==> config.mk <==
export PLATFORM = sky130hd
export DESIGN_NAME = ens_argmax_accum
export DESIGN_NICKNAME = d
export VERILOG_FILES = /design/src/rtl/logicnet_pkg.sv /design/src/rtl/ens_argmax_scan.sv /design/src/rtl/ens_argmax_accum.sv
export SDC_FILE = /design/constraint.sdc
export NUM_CORES = 1
export LEC_CHECK = 0
export ABC_AREA = 1
export BUFFER_PORTS_ARGS = -buffer_cell sky130_fd_sc_hd__buf_4
export CAP_MARGIN = 20
export CORE_ASPECT_RATIO = 0.7
export CORE_MARGIN = 8
export CORE_UTILIZATION = 55
export DETAILED_ROUTE_END_ITERATION = 8
export GPL_TIMING_DRIVEN = 0
export PLACE_DENSITY = 0.74
export RECOVER_POWER = 50
export SLEW_MARGIN = 20
export SYNTH_ARGS = -nofsm -noshare
export SYNTH_HDL_FRONTEND = slang
export SYNTH_SLANG_ARGS = --single-unit
==> constraint.sdc <==
create_clock -name clk -period 3 [get_ports clk]
set_input_delay 0.15 -clock clk [delete_from_list [all_inputs] [get_ports clk]]
set_output_delay 0.15 -clock clk [all_outputs]
set_load 0.005 [all_outputs]
==> src/rtl/logicnet_pkg.sv <==
// Shared definitions for the MNIST LogicNet output stages.
package logicnet_pkg;

  localparam int unsigned N_CLASSES_MNIST = 10;
  localparam int unsigned CLASS_W         = $clog2(N_CLASSES_MNIST);

  typedef enum logic [1:0] {
    ACCUM,
    SCAN,
    HOLD
  } ens_argmax_state_t;

endpackage

==> src/rtl/ens_argmax_scan.sv <==
// Sequential argmax comparator: one candidate per cycle, strict greater-than,
// so ties keep the lowest index seen first.
module ens_argmax_scan #(
  parameter int unsigned N_CLASSES = 10,
  parameter int unsigned ACC_W     = 4,
  parameter int unsigned CLASS_W   = 4
) (
  input  logic               clk,
  input  logic               rst,
  input  logic               start,
  input  logic               en,
  input  logic [ACC_W-1:0]   acc_i,
  input  logic [CLASS_W-1:0] idx,
  output logic               done,
  output logic [CLASS_W-1:0] best_class,
  output logic [ACC_W-1:0]   best_score
);

  logic [CLASS_W-1:0] best_class_q, best_class_d;
  logic [ACC_W-1:0]   best_score_q, best_score_d;

  // Next best: start resets to class 0 / score 0 (any acc[0] >= 0 then keeps
  // class 0 unless beaten), otherwise take the candidate only if strictly larger.
  always_comb begin
    best_class_d = best_class_q;
    best_score_d = best_score_q;
    if (start) begin
      best_class_d = '0;
      best_score_d = '0;
    end else if (en && (acc_i > best_score_q)) begin
      best_class_d = idx;
      best_score_d = acc_i;
    end
  end

  // Best-so-far registers.
  always_ff @(posedge clk) begin
    if (rst) begin
      best_class_q <= '0;
      best_score_q <= '0;
    end else begin
      best_class_q <= best_class_d;
      best_score_q <= best_score_d;
    end
  end

  // Outputs include the current comparison so the caller can capture the
  // final result on the same edge as the last candidate.
  assign best_class = best_class_d;
  assign best_score = best_score_d;
  assign done       = en && (idx == CLASS_W'(N_CLASSES - 1));

endmodule

==> src/rtl/ens_argmax_accum.sv <==
// Ensemble output stage: sums per-class logits over N_ENS beats, then scans
// the sums for the winning class and holds it on a valid/ready output.
module ens_argmax_accum #(
  parameter  int unsigned N_ENS     = 4,
  parameter  int unsigned N_CLASSES = 10,
  parameter  int unsigned LOGIT_W   = 2,
  localparam int unsigned ACC_W     = LOGIT_W + $clog2(N_ENS),
  localparam int unsigned CLASS_W   = $clog2(N_CLASSES)
) (
  input  logic                         clk,
  input  logic                         rst,
  input  logic                         in_valid,
  output logic                         in_ready,
  input  logic [N_CLASSES*LOGIT_W-1:0] in_logits,
  output logic                         out_valid,
  input  logic                         out_ready,
  output logic [CLASS_W-1:0]           out_class,
  output logic [ACC_W-1:0]             out_score
);

  import logicnet_pkg::*;

  localparam int unsigned CNT_W = (N_ENS > 1) ? $clog2(N_ENS) : 1;

  ens_argmax_state_t                    state_q, state_d;
  logic [CNT_W-1:0]                     cnt_q, cnt_d;
  logic [CLASS_W-1:0]                   scan_idx_q, scan_idx_d;
  logic [N_CLASSES-1:0][ACC_W-1:0]      acc_q, acc_d;
  logic [CLASS_W-1:0]                   out_class_q, out_class_d;
  logic [ACC_W-1:0]                     out_score_q, out_score_d;

  logic               scan_start;
  logic               scan_en;
  logic               scan_done;
  logic [CLASS_W-1:0] scan_best_class;
  logic [ACC_W-1:0]   scan_best_score;

  ens_argmax_scan #(
    .N_CLASSES (N_CLASSES),
    .ACC_W     (ACC_W),
    .CLASS_W   (CLASS_W)
  ) u_scan (
    .clk        (clk),
    .rst        (rst),
    .start      (scan_start),
    .en         (scan_en),
    .acc_i      (acc_q[scan_idx_q]),
    .idx        (scan_idx_q),
    .done       (scan_done),
    .best_class (scan_best_class),
    .best_score (scan_best_score)
  );

  assign in_ready  = (state_q == ACCUM) && !rst;
  assign out_valid = (state_q == HOLD) && !rst;
  assign out_class = out_class_q;
  assign out_score = out_score_q;

  // Next-state, accumulation and scan control.
  always_comb begin
    state_d     = state_q;
    cnt_d       = cnt_q;
    scan_idx_d  = scan_idx_q;
    acc_d       = acc_q;
    out_class_d = out_class_q;
    out_score_d = out_score_q;
    scan_start  = 1'b0;
    scan_en     = 1'b0;
    case (state_q)
      ACCUM: begin
        if (in_valid && in_ready) begin
          // First beat of an image loads instead of adding, which discards
          // the previous image's sums without a clear cycle.
          for (int unsigned c = 0; c < N_CLASSES; c++) begin
            acc_d[c] = ((cnt_q == '0) ? '0 : acc_q[c])
                       + ACC_W'(in_logits[c*LOGIT_W +: LOGIT_W]);
          end
          if (cnt_q == CNT_W'(N_ENS - 1)) begin
            cnt_d      = '0;
            scan_idx_d = '0;
            scan_start = 1'b1;
            state_d    = SCAN;
          end else begin
            cnt_d = cnt_q + 1'b1;
          end
        end
      end
      SCAN: begin
        scan_en = 1'b1;
        if (scan_done) begin
          out_class_d = scan_best_class;
          out_score_d = scan_best_score;
          state_d     = HOLD;
        end else begin
          scan_idx_d = scan_idx_q + 1'b1;
        end
      end
      HOLD: begin
        if (out_ready) begin
          state_d = ACCUM;
        end
      end
      default: state_d = ACCUM;
    endcase
  end

  // State and datapath registers.
  always_ff @(posedge clk) begin
    if (rst) begin
      state_q     <= ACCUM;
      cnt_q       <= '0;
      scan_idx_q  <= '0;
      acc_q       <= '0;
      out_class_q <= '0;
      out_score_q <= '0;
    end else begin
      state_q     <= state_d;
      cnt_q       <= cnt_d;
      scan_idx_q  <= scan_idx_d;
      acc_q       <= acc_d;
      out_class_q <= out_class_d;
      out_score_q <= out_score_d;
    end
  end

endmodule

==> results of run 1 <==
## cell usage in the layout, fill, tap and decap left out, types with 3 or more instances in the layout
master    Yosys  final
inv_1        91     92
clkbuf_1     10     14
buf_2        10      8
o21ai_0      49     49
a221oi_1      4      4
ha_1         28     28
clkbuf_4      0      8
a21oi_1      60     60
clkinv_1      2      3
fa_1         10     10
nor2_1       55     57
buf_4         2     26
nor3_1       16     16
dfxtp_1      64     64
nand3_1      32     32
clkbuf_8      0     11
nand2_1     104    106
clkinv_2      0      3
## path summary, 6_finish.rpt
kind | slack (ns) | to | depth (start not counted)
worst max-delay path | 0.34 | out_class[2] | 16
worst min-delay path | 0.11 | state_q[1] | 4
worst min register to register | 0.48 | acc_q[12] | 2
worst max register to register | 0.34 | out_class[2] | 16
## metrics by stage
| step | hold slack, ns | setup WS [ns] |
|---|---|---|
| floorplan | 0.3225 | 0.9093 |
| global placement | 0.4634 | 0.4090 |
| detailed placement | 0.4730 | 0.3853 |
| CTS | 0.1102 | 0.3637 |
| global route | 0.1163 | 0.02171 |
| finish | 0.1083 | 0.3373 |
## per-layer routing
metal / GRT usage [%] / up-vias
met1: 31.12 / 1775
met4: 7.060 / 0
met2: 35.41 / 185
met5: 0 / -
met3: 6.662 / 22
li1: - / 1875
## cell usage after synthesis, types with 2 or more instances
cell	count	area share, %
nand2_4	2	0.58
buf_6	2	0.58
nand2_2	2	0.32
ha_1	28	9.0
fa_1	10	5.1
nand4_1	2	0.32
inv_2	4	0.39
dfxtp_1	64	33
a221oi_1	4	0.90
nor4_1	2	0.32
o21ai_0	49	6.3
nand3_1	32	4.1
a21oi_1	60	7.7
clkinv_1	2	0.19
buf_4	2	0.39
nand2_1	104	10
inv_1	91	8.8
nor2_1	55	5.3
or2_0	2	0.32
nor3_1	16	2.1
buf_2	10	1.3
clkbuf_1	10	0.96
## cell families after synthesis
kind of cell	Yosys count	share of synthesized area, %
and+or+nand+nor	221	24.73
buffers and inverters	122	12.79
AOI/OAI and AO/OA	115	15.23
DFF	64	32.89
adders and majority gates	38	14.13
xor gates and xnor gates	1	0.2249
## state kept, by name, summed over array words and instances (netlist names)
signal	flops
u_scan.best_score_q	4
acc_q	40
cnt_q	2
out_class	4
scan_idx_q	4
state_q	2
out_score	4
u_scan.best_class_q	4
## where the power goes
group,switching (mW),leakage [nW],internal [mW]
clock network,0.359,0.0951,0.342
logic,0.165,1.28,0.0826
registers,0.0108,0.520,0.872
## area by class of cell
cell class                 count  share of cell area, %
buffer                        24                  2.539
tap                           94                  2.681
inverter                      98                  8.414
sequential                    64                  29.21
multi-input combinational    375                  47.35
timing repair buffer          33                  5.647
clock buffer                  11                  3.451
clock inverter                 5                 0.7131
## critical path: cells and delay by family, from the launching register on
kind,cells,cell delay [ns]
buffers and inverters,3,0.54
flip-flops,1,0.51
AO/OA/AOI/OAI,3,0.41
AND/OR/NAND/NOR,9,0.84
adder cells (fa/ha/maj),1,0.29
==> reports/qor.txt, run 1 <==
Pleak = 1.892 nW
I/O Pins = 34
RR Startpoint = scan_idx_q[0]
Layout Cells excl Fill = 704
number of setup buffers added after CTS = 0
largest net degree at the start of global routing = 12
Final period util = 88.76%
core area = 6819 um^2
final wirelength = 11130 um
cell area after synthesis = 3895 um^2
total track usage = 23.29%
Setup-failing EPs final = 0
Post-synth EDFFs = 0
TritonRoute pass-1 iters = 7
routed wl met2 = 4925 um
Slew HR = 54.43%
total power = 1.832 mW
RSZ-0062 raised after global routing = false
fill count = 663
DP Wirelength = 8120 um
Critical Path, Cell by Cell = buf_2 > nand2_1 > nand3_1 > nand3_1 > nand3_1 > nand2_1 > ha_1 > inv_1 > o21bai_1 > nand2_1 > nand2_1 > nand2_1 > buf_2 > o21ai_0 > nand2_1 > a21oi_1
critical path data arrival time = 2.95 ns
DP Area = 4260 um^2
FF+latch area = 1281 um^2
multi-input logic area = 2077 um^2
Max Cap Viol = 0
Met3 Wirelength = 1156 um
ys flop type = dfxtp_1
fmax = 0.3756 GHz
Final Skew = 0.006269 ns
peak supply drop = 0.2217 mV
clk buf depth = 2
Post-Synthesis Cells = 561
most frequent CP cell = nand2_1
input/output buffers = 33
initial antenna violation count = 0
Hold WC Path Type = input pin to flop
Starting Density = 57.12%
GRT overflow = 0
Die Ht = 86.41 um
total CTS buffers = 9
CP peak stage delay = 0.51 ns
die area = 10070 um^2
n_diodes = 0
hold buffer count at cts = 0
CP required = 3.28 ns
Detail Route Antenna Nets = 0
Die Wd = 116.6 um
DRT met1 WL = 4902 um
CTS tree = yes
Avg Inst Size Synth = 6.943 um^2
yosys warns = 0
first-pass GRT wire length = 18200 um
register area share after synthesis = 32.89%
Final Cell Area = 4387 um^2
top routing layer in use = met4
number of synthesized register bits = 64
P&R area growth vs syn = 12.62%
# rows = 25
Core Util, Final = 64.33%
later-pin clock latency in the skew report = 0.35 ns
vias per cell = 5.479
Setup crit start = scan_idx_q[0]
H-tree depth = 3
Placed Instances = 688
pwr/cell area = 417.5 nW/um^2
Total Nets Final = 667
DRT iter0 DRCs = 386
Worst-path clk slew = 0.07 ns
CP endpoint kind = flop
vias in the first global route = 3741
crit path max-delay cell type = dfxtp_1
ys async rst share = 0%
Slew Limit Fails = 0
Worst Hold Launch = out_ready
# DRC = 0
CTS sink count = 64
PostCTS Resize Cnt = 0
Hold Vio Cnt, Final = 0
routed len/inst = 15.81 um
root buf cell = clkbuf_8
Max Fanout on Critical Path = 10
DR vias = 3857
status = complete, no violations
Placer Congestion = 0.8692
worst slew pin tran = 0.6836 ns
share of cells above drive strength 1 = 10.82%
Syn Nets = 623
Crit Path Class = flop to flop
CP startpoint kind = flop
Setup TNS = 0 ns
synth unique cells = 30
Period minus WS final = 2.663 ns
Note: power is estimated with default switching activity, not from simulation.
==> inputs of run 2 (changes only) <==
--- a/config.mk
+++ b/config.mk
@@ -5,7 +5,6 @@
 export SDC_FILE = /design/constraint.sdc
 export NUM_CORES = 1
 export LEC_CHECK = 0
-export ABC_AREA = 1
 export BUFFER_PORTS_ARGS = -buffer_cell sky130_fd_sc_hd__buf_4
 export CAP_MARGIN = 20
 export CORE_ASPECT_RATIO = 0.7
==> run 2 against run 1 <==
Net effect: the run now ends with capacitance limit left; synthesized cell count down 16%; worst hold slack lost 0.043 ns; wire length is 4.0% lower; global-route usage decreased by 0.98 points; clock-buffer cell count stayed put; sequential power hardly changed; total power grew 4.6%; die area decreased by 0.16%; core utilization is 2.3 points higher; area after synthesis is 0.19% lower; non-clock buffer count grew 6; critical path type unchanged; largest cell class unchanged; highest routed layer unchanged.
==> reports/qor.txt, run 2 <==
FF+latch area = 1285 um^2 (+0.29%)
Yosys top cell area share = 32.96% (+0.064 points)
RSZ-0062 raised after global routing = false
final wirelength = 10680 um (-4.0%)
core area = 6788 um^2 (-0.46%)
n_diodes = 0 (unchanged)
# rows = 25 (unchanged)
ys async rst share = 0% (unchanged)
first-pass GRT wire length = 17330 um (-4.8%)
register area share after synthesis = 32.96% (+0.064 points)
max reg flops = 40 (unchanged)
Final Skew = 0.007682 ns (+0.001413 ns)
Core Util, Final = 66.58% (+2.3 points)
yosys warns = 0 (unchanged)
Max Fanout on Critical Path = 6 (-4)
Final period util = 95.15% (+6.4 points)
largest net degree at the start of global routing = 12 (unchanged)
Slew HR = 1.731% (-53 points)
DRT iter0 DRCs = 329 (-15%)
failing checks = capacitance limit
Hold WC Path Type = input pin to flop
root buf cell = clkbuf_8
Crit Path Class = flop to flop
P&R area growth vs syn = 16.25%
commonest non-fill, non-tap cells in the layout = 63 x dfxtp_1, 56 x nor2_1, 47 x inv_1
largest cells by area after synthesis = dfxtp_1 33%, ha_1 9.0%, nor2_1 5.4%
area leader, netlist = dfxtp_1
fmax = 0.3503 GHz (-6.7%)
total power = 1.915 mW (+4.6%)
status = finished with violations
commonest non-fill, non-tap cell in the layout = dfxtp_1
CTS tree = yes
Worst-path clk slew = 0.07 ns (about the same)
number of synthesized register bits = 64 (unchanged)
Die Ht = 86.34 um (about the same)
input/output buffers = 33 (unchanged)
routed len/inst = 17.32 um (+9.5%)
Pleak = 1.836 nW (-3.0%)
Hold Vio Cnt, Final = 0 (unchanged)
DR vias = 3528 (-8.5%)
Slew Limit Fails = 0 (unchanged)
Post-Synthesis Cells = 472 (-16%)
vias in the first global route = 3479 (-7.0%)
# DRC = 0 (unchanged)
worst slew pin tran = 1.454 ns (+0.7700 ns)
multi-input logic area = 2311 um^2 (+11%)
count leader, synth = dfxtp_1
I/O Pins = 34 (unchanged)
total CTS buffers = 9 (unchanged)
pwr/cell area = 423.8 nW/um^2 (+1.5%)
Starting Density = 57.27% (+0.15 points)
cell area after synthesis = 3887 um^2 (-0.19%)
peak supply drop = 0.2903 mV (+31%)
die area = 10060 um^2 (-0.16%)
critical path data arrival time = 3.07 ns (+0.12 ns)
synth unique cells = 37 (+23%)
Fin Hold WS = 0.06527 ns (-0.04305 ns)
Setup-failing EPs final = 0 (unchanged)
Die Wd = 116.5 um (about the same)
Worst R2R Path Depth = 11 (-5)
Syn Nets = 534 (-14%)
TritonRoute pass-1 iters = 5 (-2)
H-tree depth = 3 (unchanged)
CP startpoint kind = flop
initial antenna violation count = 0 (unchanged)
Avg Inst Size Synth = 8.236 um^2 (+19%)
WHS Path Cells = 3 (-1)
clk buf depth = 2 (unchanged)
later-pin clock latency in the skew report = 0.35 ns (about the same)
GRT overflow = 0 (unchanged)
Placer Congestion = 0.8274 (-4.8%)
vias per cell = 5.718 (+4.4%)
most instantiated cells after synthesis = 64 x dfxtp_1, 56 x nor2_1, 47 x inv_1
Total Nets Final = 580 (-13%)
Post-synth EDFFs = 0 (unchanged)
fill count = 597 (-10%)
Detail Route Antenna Nets = 0 (unchanged)
Period minus WS final = 2.854 ns (+0.1918 ns)
DP Wirelength = 7706 um (-5.1%)
ys flop type = dfxtp_1
share of cells above drive strength 1 = 14.72% (+3.9 points)
Setup TNS = 0 ns (unchanged)
largest register by flop count = acc_q
total track usage = 22.30% (-0.98 points)
CTS sink count = 64 (unchanged)
CP required = 3.21 ns (-0.07 ns)
Max Cap Viol = 1 (+1)
CP endpoint kind = flop
-- run 2: cell types whose count changed after synthesis, moves of 19 or more --
cell | previous run | this run
o21ai_0 | 49 | 26
nand3_1 | 32 | 0
inv_1 | 91 | 47
nor2b_1 | 0 | 27
nand2_1 | 104 | 40
a211oi_1 | 0 | 19
a21oi_1 | 60 | 34
-- run 2: timing repair --
action | in CTS | in global routing
pin swaps | 0 | 4
cloned | 0 | 0
hold buffers | 0 | 0
endpoints found under the setup margin | 13 | 16
setup buffers | 1 | 1
resized for setup | 2 | 13
-- run 2: power by group --
group          internal (mW)  switching [mW]  leakage, nW
Sequential             0.867          0.0148        0.520
Clock                  0.468           0.351        0.104
Combinational         0.0826           0.132         1.21
-- run 2: per-layer routing --
| layer | vias to the layer above | GRT usage, % | wire length, um | part of all wire [%] |
|---|---|---|---|---|
| met4 | 0 | 5.979 | 119 | 1.1 |
| li1 | 1690 | - | - | - |
| met1 | 1691 | 29.92 | 4931 | 46 |
| met3 | 13 | 5.968 | 864 | 8.1 |
| met5 | - | 0 | 0 | 0 |
| met2 | 134 | 34.41 | 4768 | 45 |
-- run 2: final cells by class --
cell class                      instances  area share, %
Timing Repair Buffer                   35          6.091
Clock inverter                          5          1.800
Clock buffer                           11          2.907
Buffer                                 28          3.128
Tap cell                               94          2.602
Multi-Input combinational cell        333          51.14
Sequential cell                        64          28.43
Inverter                               47          3.904
-- run 2: cells by family after synthesis --
group,share of synthesized area [%]
and+or+nand+nor,21.82
muxes,6.405
xor gates and xnor gates,0.6760
AOI/OAI and AO/OA,16.32
adders and majority gates,14.16
DFF,32.96
buffers and inverters,7.660
-- run 2: worst paths after layout --
| kind | from | to | slack [ns] |
|---|---|---|---|
| hold reg to reg | acc_q[4] | acc_q[4] | 0.47 |
| setup / recovery | scan_idx_q[0] | out_class[0] | 0.15 |
| setup reg to reg | scan_idx_q[0] | out_class[0] | 0.15 |
| hold / removal | out_ready | state_q[1] | 0.07 |
-- run 2: critical path: stages (launching register included) --
cell,delay (ns)
dfxtp_4,0.37
buf_8,0.14
mux4_2,0.51
o22ai_1,0.17
o31ai_1,0.13
ha_1,0.32
nor2b_1,0.14
o211ai_1,0.15
a21oi_4,0.27
buf_12,0.15
mux2i_1,0.25
a211oi_1,0.11
-- run 2: metrics by stage --
stage / cell area [um^2] / worst slack [ns] / instances
final: 4519 / 0.1455 / 617
after global routing: 4519 / 0.002486 / 617
after CTS: 4488 / 0.04259 / 616
after detailed placement: 4253 / -0.1470 / 599
after global placement: 4253 / -0.04660 / 599
after floorplan: 3887 / 0.3915 / 472
==> inputs of run 3 (changes only) <==
--- a/config.mk
+++ b/config.mk
@@ -5,14 +5,14 @@
 export SDC_FILE = /design/constraint.sdc
 export NUM_CORES = 1
 export LEC_CHECK = 0
-export BUFFER_PORTS_ARGS = -buffer_cell sky130_fd_sc_hd__buf_4
 export CAP_MARGIN = 20
 export CORE_ASPECT_RATIO = 0.7
 export CORE_MARGIN = 8
 export CORE_UTILIZATION = 55
 export DETAILED_ROUTE_END_ITERATION = 8
+export DONT_BUFFER_PORTS = 1
 export GPL_TIMING_DRIVEN = 0
-export PLACE_DENSITY = 0.74
+export PLACE_DENSITY = 0.7
 export RECOVER_POWER = 50
 export SLEW_MARGIN = 20
 export SYNTH_ARGS = -nofsm -noshare
==> run 3 against run 2 <==
Net effect: the flow now finishes without violations; worst hold slack lost 0.038 ns; total power grew 0.53%; via count shrank 4.4%; worst setup slack gained 0.00097 ns; clock skew grew 0.00062 ns; core utilization shrank 3.4 points; clock power grew 4.8%; design area shrank 5.1%; die area is the same; wire length shrank 4.6%; global-route usage shrank 1.0 points; register-to-register slack is essentially flat; critical path type unchanged; largest cell class unchanged; largest power group unchanged.
==> reports/qor.txt, run 3 (synthesized netlist as in run 2, its figures left out) <==
I/O Pins = 34 (unchanged)
top routing layer in use = met4
Hold Vio Cnt, Final = 0 (unchanged)
CP peak stage delay = 0.51 ns (about the same)
DR vias = 3372 (-4.4%)
n_diodes = 0 (unchanged)
CTS tree = yes
Total Nets Final = 548 (-5.5%)
CP endpoint kind = flop
later-pin clock latency in the skew report = 0.35 ns (about the same)
Met3 Wirelength = 804 um (-6.9%)
Placer Congestion = 0.8271 (about the same)
Placed Instances = 566 (-5.5%)
vias in the first global route = 3222 (-7.4%)
critical path data arrival time = 3.08 ns (about the same)
commonest non-fill, non-tap cells in the layout = 63 x dfxtp_1, 56 x nor2_1, 47 x inv_1
crit path max-delay cell type = mux4_2
Setup-failing EPs final = 0 (unchanged)
DP Wirelength = 7383 um (-4.2%)
Detail Route Antenna Nets = 0 (unchanged)
Hold WC Path Type = input pin to flop
Place WS = -0.1064 ns (+0.04060 ns)
share of cells above drive strength 1 = 9.369% (-5.4 points)
largest register by flop count = acc_q
reg2reg end = out_class[1]
P&R area growth vs syn = 10.36%
Final period util = 95.12% (about the same)
clk buf depth = 2 (unchanged)
fmax = 0.3504 GHz (about the same)
Setup TNS = 0 ns (unchanged)
Endpoint, Worst Hold = u_scan.best_score_q[0]
DRT iter0 DRCs = 313 (-4.9%)
RSZ-0062 raised after global routing = false
Max Cap Viol = 0 (-1)
# DRC = 0 (unchanged)
Starting Density = 57.27% (unchanged)
Worst-path clk slew = 0.08 ns (about the same)
TritonRoute pass-1 iters = 5 (unchanged)
routed len/inst = 17.42 um (+0.57%)
largest net degree at the start of global routing = 13 (+1)
CP required = 3.22 ns (about the same)
total track usage = 21.31% (-1.0 points)
Worst R2R Path Depth = 11 (unchanged)
Crit Path Class = flop to flop
max reg flops = 40 (unchanged)
WHS Path Cells = 2 (-1)
Max Fanout on Critical Path = 6 (unchanged)
DRT met1 WL = 4752 um (-3.6%)
Worst Hold Launch = in_valid
pwr/cell area = 448.7 nW/um^2 (+5.9%)
# rows = 25 (unchanged)
input/output buffers = 0 (-100%)
total CTS buffers = 9 (unchanged)
routed wl met2 = 4483 um (-6.0%)
Critical Path, Cell by Cell = buf_6 > mux4_2 > o22ai_1 > o31ai_1 > ha_1 > nor2b_1 > o211ai_1 > a21oi_4 > buf_12 > mux2i_2 > a211oi_1
Die Ht = 86.34 um (unchanged)
RR Startpoint = scan_idx_q[0]
reg2reg setup slack = 0.15 ns (about the same)
GRT overflow = 0 (unchanged)
initial antenna violation count = 0 (unchanged)
CP startpoint kind = flop
Layout Cells excl Fill = 585 (-5.2%)
fill count = 623 (+4.4%)
slack of the critical path = 0.1465 ns (+0.0009690 ns)
status = complete, no violations
CTS sink count = 64 (unchanged)
final wirelength = 10190 um (-4.6%)
Die Wd = 116.5 um (unchanged)
Fin Hold WS = 0.02724 ns (-0.03803 ns)
peak supply drop = 0.1999 mV (-31%)
Period minus WS final = 2.854 ns (-0.0009690 ns)
vias per cell = 5.764 (+0.81%)
die area = 10060 um^2 (unchanged)
first-pass GRT wire length = 16430 um (-5.2%)
commonest non-fill, non-tap cell in the layout = dfxtp_1
core area = 6788 um^2 (unchanged)
worst slew pin tran = 1.305 ns (-0.1481 ns)
Slew HR = 11.74% (+10 points)
H-tree depth = 3 (unchanged)
Final Skew = 0.008298 ns (+0.0006166 ns)
Slew Limit Fails = 0 (unchanged)
root buf cell = clkbuf_8
Pleak = 1.690 nW (-7.9%)
total power = 1.925 mW (+0.53%)
run 3: cell types whose count changed in the layout (fill, tap and decap cells not counted), moves of 2 or more:
| cell | delta |
|---|---|
| buf_4 | -26 |
| buf_6 | +3 |
| buf_8 | -2 |
| clkbuf_4 | -9 |
| mux2i_1 | -2 |
| mux2i_2 | +2 |
run 3: repair_timing:
item / CTS / global route
gates cloned: 0 / 0
setup endpoints to repair: 10 / 16
hold buffers: 1 / 0
buffers inserted: 1 / 1
resized for setup: 2 / 11
pin swaps: 1 / 2
endpoints found under the hold margin: 1 / 0
run 3: critical path: cells and delay by family, from the launching register on:
family,cells,cell delay (ns)
compound gates,5,0.83
fa+ha+maj,1,0.32
buf+inv,2,0.31
flops,1,0.36
mux,2,0.77
simple gates,1,0.13
run 3: cell type report:
type	count	area, um^2	area share (%)
multi-input cells	333	2313	53.92
flip-flops and latches	64	1282	29.89
inverters	47	176.4	4.112
clock buffers	10	137.6	3.208
plain buffers	28	133.9	3.120
well taps	94	117.6	2.741
clock inverters	6	91.34	2.129
repair buffers	3	37.54	0.8749
run 3: how the worst max path moves through the flow:
| stage | from | to | depth (start not counted) |
|---|---|---|---|
| final | scan_idx_q[0] | out_class[1] | 11 |
| after global routing | scan_idx_q[0] | out_class[1] | 11 |
| after CTS | scan_idx_q[0] | out_score[0] | 12 |
| after detailed placement | scan_idx_q[2] | out_score[0] | 11 |
| after global placement | scan_idx_q[2] | out_score[0] | 11 |
| after floorplan | scan_idx_q[0] | out_score[0] | 11 |
run 3: report_power, final:
group | total (mW) | internal (mW) | leakage (nW) | switching, mW
clock network | 0.858 | 0.495 | 0.117 | 0.363
registers | 0.882 | 0.868 | 0.519 | 0.0146
logic | 0.185 | 0.0635 | 1.05 | 0.122
run 3: metal layers:
layer	GRT usage [%]	up-vias
li1	-	1622
met1	28.77	1614
met2	30.70	122
met5	0	-
met3	6.940	14
met4	7.972	0
run 3: metrics by stage:
| step | cell area, um^2 | utilization (%) |
|---|---|---|
| after global placement | 4005 | 59.00 |
| after global routing | 4290 | 63.21 |
| after CTS | 4267 | 62.86 |
| after floorplan | 3887 | - |
| final | 4290 | 63.21 |
| after detailed placement | 4005 | 59.00 |
